**config.mk**
```make
export PLATFORM = sky130hd
export DESIGN_NAME = imm_extend_pipe
export DESIGN_NICKNAME = d
export VERILOG_FILES = /design/src/rtl/imm_extend_pipe.sv
export SDC_FILE = /design/constraint.sdc
export NUM_CORES = 1
export LEC_CHECK = 0
export ABC_AREA = 1
export CAP_MARGIN = 40
export CORE_UTILIZATION = 46
export CTS_BUF_LIST = sky130_fd_sc_hd__clkbuf_4 sky130_fd_sc_hd__clkbuf_8 sky130_fd_sc_hd__clkbuf_16
export DETAILED_ROUTE_END_ITERATION = 8
export PLACE_DENSITY_LB_ADDON = 0.1
export SLEW_MARGIN = 20
export SYNTH_ARGS = -nofsm -noshare
export SYNTH_HDL_FRONTEND = slang
export SYNTH_SLANG_ARGS = --single-unit
```
**constraint.sdc**
```tcl
create_clock -name Clk -period 2.46 [get_ports Clk]
set_input_delay 0.369 -clock Clk [delete_from_list [all_inputs] [get_ports Clk]]
set_output_delay 0.369 -clock Clk [all_outputs]
set_load 0.05 [all_outputs]
```
**src/rtl/imm_extend_pipe.sv**
```systemverilog
// Pipelined immediate extender for the MIPS datapath.
// The input immediate is extended according to in_mode when it is accepted.
// The result then waits in a small circular FIFO until the ALU-B or
// branch-target consumer takes it. in_ready depends only on registered
// occupancy, so there is no combinational path from out_ready to in_ready.
module imm_extend_pipe #(
    parameter int IN_W     = 16,
    parameter int OUT_W    = 32,
    parameter int DEPTH    = 2,
    parameter int BR_SHIFT = 2
) (
    input  logic                         Clk,
    input  logic                         Reset_n,
    input  logic                         in_valid,
    output logic                         in_ready,
    input  logic [IN_W-1:0]              in_imm,
    input  logic [1:0]                   in_mode,
    output logic                         out_valid,
    input  logic                         out_ready,
    output logic [OUT_W-1:0]             out_data,
    output logic [$clog2(DEPTH+1)-1:0]   occupancy
);

    localparam int E  = OUT_W - IN_W;
    localparam int CW = $clog2(DEPTH + 1);
    localparam int PW = (DEPTH > 1) ? $clog2(DEPTH) : 1;

    localparam logic [CW-1:0] DEPTH_C    = CW'(DEPTH);
    localparam logic [PW-1:0] LAST_PTR_C = PW'(DEPTH - 1);

    logic [OUT_W-1:0] mem_q [DEPTH];
    logic [PW-1:0]    wr_ptr_q, wr_ptr_d;
    logic [PW-1:0]    rd_ptr_q, rd_ptr_d;
    logic [CW-1:0]    count_q, count_d;

    logic             push;
    logic             pop;
    logic [OUT_W-1:0] sext;
    logic [OUT_W-1:0] ext_d;

    assign in_ready  = (count_q < DEPTH_C);
    assign out_valid = (count_q != '0);
    assign occupancy = count_q;
    // An empty FIFO presents zero so that stale entries never leak out.
    assign out_data  = out_valid ? mem_q[rd_ptr_q] : '0;

    assign push = in_valid && in_ready;
    assign pop  = out_valid && out_ready;

    // Extend the immediate once, at push time. The branch mode reuses the
    // sign-extended value, and bits shifted past the MSB are dropped.
    always_comb begin
        sext = {{E{in_imm[IN_W-1]}}, in_imm};
        case (in_mode)
            2'b00:   ext_d = sext;
            2'b01:   ext_d = {{E{1'b0}}, in_imm};
            2'b10:   ext_d = {in_imm, {E{1'b0}}};
            default: ext_d = sext << BR_SHIFT;
        endcase
    end

    // Next pointers and count. The pointers wrap at DEPTH, which need not be
    // a power of two.
    always_comb begin
        wr_ptr_d = wr_ptr_q;
        rd_ptr_d = rd_ptr_q;
        count_d  = count_q;
        if (push) begin
            wr_ptr_d = (wr_ptr_q == LAST_PTR_C) ? '0 : wr_ptr_q + PW'(1);
        end
        if (pop) begin
            rd_ptr_d = (rd_ptr_q == LAST_PTR_C) ? '0 : rd_ptr_q + PW'(1);
        end
        case ({push, pop})
            2'b10:   count_d = count_q + CW'(1);
            2'b01:   count_d = count_q - CW'(1);
            default: count_d = count_q;
        endcase
    end

    // Pointer and occupancy state. Reset flushes the FIFO immediately.
    always_ff @(posedge Clk or negedge Reset_n) begin
        if (!Reset_n) begin
            wr_ptr_q <= '0;
            rd_ptr_q <= '0;
            count_q  <= '0;
        end else begin
            wr_ptr_q <= wr_ptr_d;
            rd_ptr_q <= rd_ptr_d;
            count_q  <= count_d;
        end
    end

    // Storage for each entry. Entries need no reset because out_data is
    // gated by occupancy.
    generate
        for (genvar gi = 0; gi < DEPTH; gi++) begin : g_entry
            // Capture the extended value into the slot the write pointer selects.
            always_ff @(posedge Clk) begin
                if (push && (wr_ptr_q == PW'(gi))) begin
                    mem_q[gi] <= ext_d;
                end
            end
        end
    endgenerate

endmodule
```
==> results of run 1 <==
area by class of cell:
cell class / instances / area (um^2)
Sequential cell: 68 / 2020
Fill cell: 509 / 2260
Inverter: 26 / 97.6
Multi-Input combinational cell: 151 / 752
Timing Repair Buffer: 63 / 646
Tap cell: 75 / 93.8
Clock buffer: 9 / 124
Clock inverter: 7 / 67.6
routing by layer:
metal | routed length [um] | track usage | share of wire
met2 | 2990 | 0.316 | 0.47
met5 | 0 | 0 | 0
met3 | 389 | 0.0648 | 0.062
met4 | 96 | 0.100 | 0.015
met1 | 2830 | 0.291 | 0.45
worst max path at each step:
stage          slack (ns)           end  cells after the start    startpoint
4_1_cts              0.20  out_data[23]                      4      rd_ptr_q
6_report             0.25  out_data[23]                      4      rd_ptr_q
2_1_floorplan       -0.06   mem_q[0][0]                      3  occupancy[1]
3_5_place_dp         0.47  mem_q[1][19]                      5    in_mode[0]
3_3_place_gp         0.50  mem_q[0][19]                      5    in_mode[0]
5_1_grt              0.10  out_data[23]                      4      rd_ptr_q
report_power, final:
part,internal [mW],switching [mW],leakage [nW]
combinational,0.942,2.14,0.765
sequential,1.57,0.0766,0.646
clock,0.462,0.414,0.0910
total,2.97,2.63,1.50
kinds of logic after synthesis:
logic type | count (synthesis) | share of synthesized area
AOI/OAI and AO/OA | 63 | 0.126
adders and majority gates | 1 | 0.00422
DFF | 68 | 0.682
and+or+nand+nor | 85 | 0.116
xor gates and xnor gates | 2 | 0.00591
buffers and inverters | 41 | 0.0666
flip-flops by register name, indices dropped and copies added, names as in the netlist:
name	count
mem_q	64
occupancy	2
rd_ptr_q	1
wr_ptr_q	1
cell usage after synthesis, drive strengths merged:
library cell,count,share of area
nand4,1,0.0021
nand3,4,0.0084
o211ai,1,0.0025
buf,15,0.034
nor2,6,0.0084
dfrtp,4,0.034
a21oi,33,0.056
o21ai,15,0.038
edfxtp,64,0.65
inv,26,0.033
nand2,74,0.097
o22ai,14,0.030
xnor2,1,0.0030
xor2,1,0.0030
ha,1,0.0042
worst reg2reg max path, cell delays in order (launching register included):
cell and delay, ns:
dfrtp_1 0.44, nor2_2 0.45, nor2_1 0.13, ha_1 0.33
inv_1 0.08, nand3_1 0.08, nand2_1 0.06, nand2_1 0.05
metrics by stage:
stage          cell area [um^2]  setup TNS [ns]  utilization  hold slack, ns
2_1_floorplan              2970           -4.02            -          0.0734
3_3_place_gp               3610               0        0.596           0.523
3_5_place_dp               3610               0        0.596           0.542
4_1_cts                    3800               0        0.627           0.230
5_1_grt                    3800               0        0.627           0.236
6_report                   3800               0        0.627           0.242
==> run summary, run 1 <==
GPL Wtd Cong: 0.767
Vias: 2126
FP Rows: 28
Slew headroom: 0.596
Area Growth Syn to Fin: 28.2%
Family with the most delay on the worst path: buffers and inverters
WP data arrival: 1.84 ns
Crit end category: output port
Library cells used by synthesis: 23
Final setup fails: 0
Syn nets: 283
Count of final hold-check violations: 0
Pwr dens: 1470 nW/um^2
Worst Reg-to-Reg Cells: 7
Top-level I/O count: 58
Chip Width: 82.3 um
Largest net degree at the start of global routing: 34
Max FO, Critical Path: 33
Mean Syn Cell Area: 11.4 um^2
Seq cells post-synth: 68
Avg WL per Cell: 15.8 um
Gr ovfl total: 0
Final Max Slew Viols: 0
Fin crit period: 2.21 ns
Die height: 82.3 um
Total CTS buffers: 9
CTS tree: yes
Proportion of layout cells with a drive suffix above 1: 0.225
Leakage: 1.50 nW
Via density: 5.33
DP Worst Slack: 0.468 ns
Final WS setup: 0.249 ns
Crit Path Category: reg -> out
Post-Syn Instances: 260
H-tree levels: 3
Worst R2R End: occupancy[1]
Ys Warns: 0
Most frequent cells in the layout: 72 x nand2_1, 64 x edfxtp_1, 33 x a21oi_1
Crit path largest cell delay: 0.45 ns
Hold Crit Class: in -> async
Peak supply drop: 1010 uV
Worst clock skew: 0.00663 ns
Post-cts resize count: 0
Status: completed
CTS Hold Bufs: 0
Sequential area share after synthesis: 0.682
First-pass GRT wire length: 10200 um
R2R setup slack: 0.73 ns
Drc violations: 0
Worst Path Required: 2.09 ns
Pwr Total: 5.61 mW
Clock slew at reported path FFs: 0.07 ns
Clk root buf: clkbuf_8
WP buf/inv: 2
Final HPWL DP: 3970 um
Total GRT Usage: 0.215
RSZ-0062 raised after global routing: no
Die ar.: 6770 um^2
Setup Fix Bufs, Post-CTS: 0
Worst-path cell chain: inv_2 -> nand2_1 -> a21oi_1 -> buf_12
Final Net Count: 342
Tcrit/Tclk final: 0.899
Worst-margin pin slew: 0.605 ns
Total Wirelength: 6300 um
Total iterations of the first detailed-routing run: 4
Antenna viol nets, final: 0
Maxcap violations: 0
Antenna cells: 0
Synthesized area: 2970 um^2
Non-Filler Instances: 399
Clk Latency, worst-skew pair: 0.33 ns
Reg-to-Reg Start: occupancy[0]
Startpoint Class: flip-flop
Placed cells: 383
Critical path's slowest cell: inv_2
Initial antenna violation count: 0
Longest Clk Path Bufs: 2
Core area: 6060 um^2
Port Buf Inserts: 57
Most common cell after layout, fill and taps aside: nand2_1
F_max: 452 MHz
CTS Sinks: 68
Vias in the first global route: 2026
Initial Util: 0.489
Initial DRC count: 133
Note: power is estimated with default switching activity, not from simulation.
==> run 2, diff against run 1 <==
--- a/config.mk
+++ b/config.mk
@@ -11,6 +11,8 @@
 export CTS_BUF_LIST = sky130_fd_sc_hd__clkbuf_4 sky130_fd_sc_hd__clkbuf_8 sky130_fd_sc_hd__clkbuf_16
 export DETAILED_ROUTE_END_ITERATION = 8
 export PLACE_DENSITY_LB_ADDON = 0.1
+export SETUP_SLACK_MARGIN = 0.1
+export SKIP_CTS_REPAIR_TIMING = 1
 export SLEW_MARGIN = 20
 export SYNTH_ARGS = -nofsm -noshare
 export SYNTH_HDL_FRONTEND = slang
==> results of run 2 <==
Same layout as run 1: the final DEF is identical, and so are final timing and power.
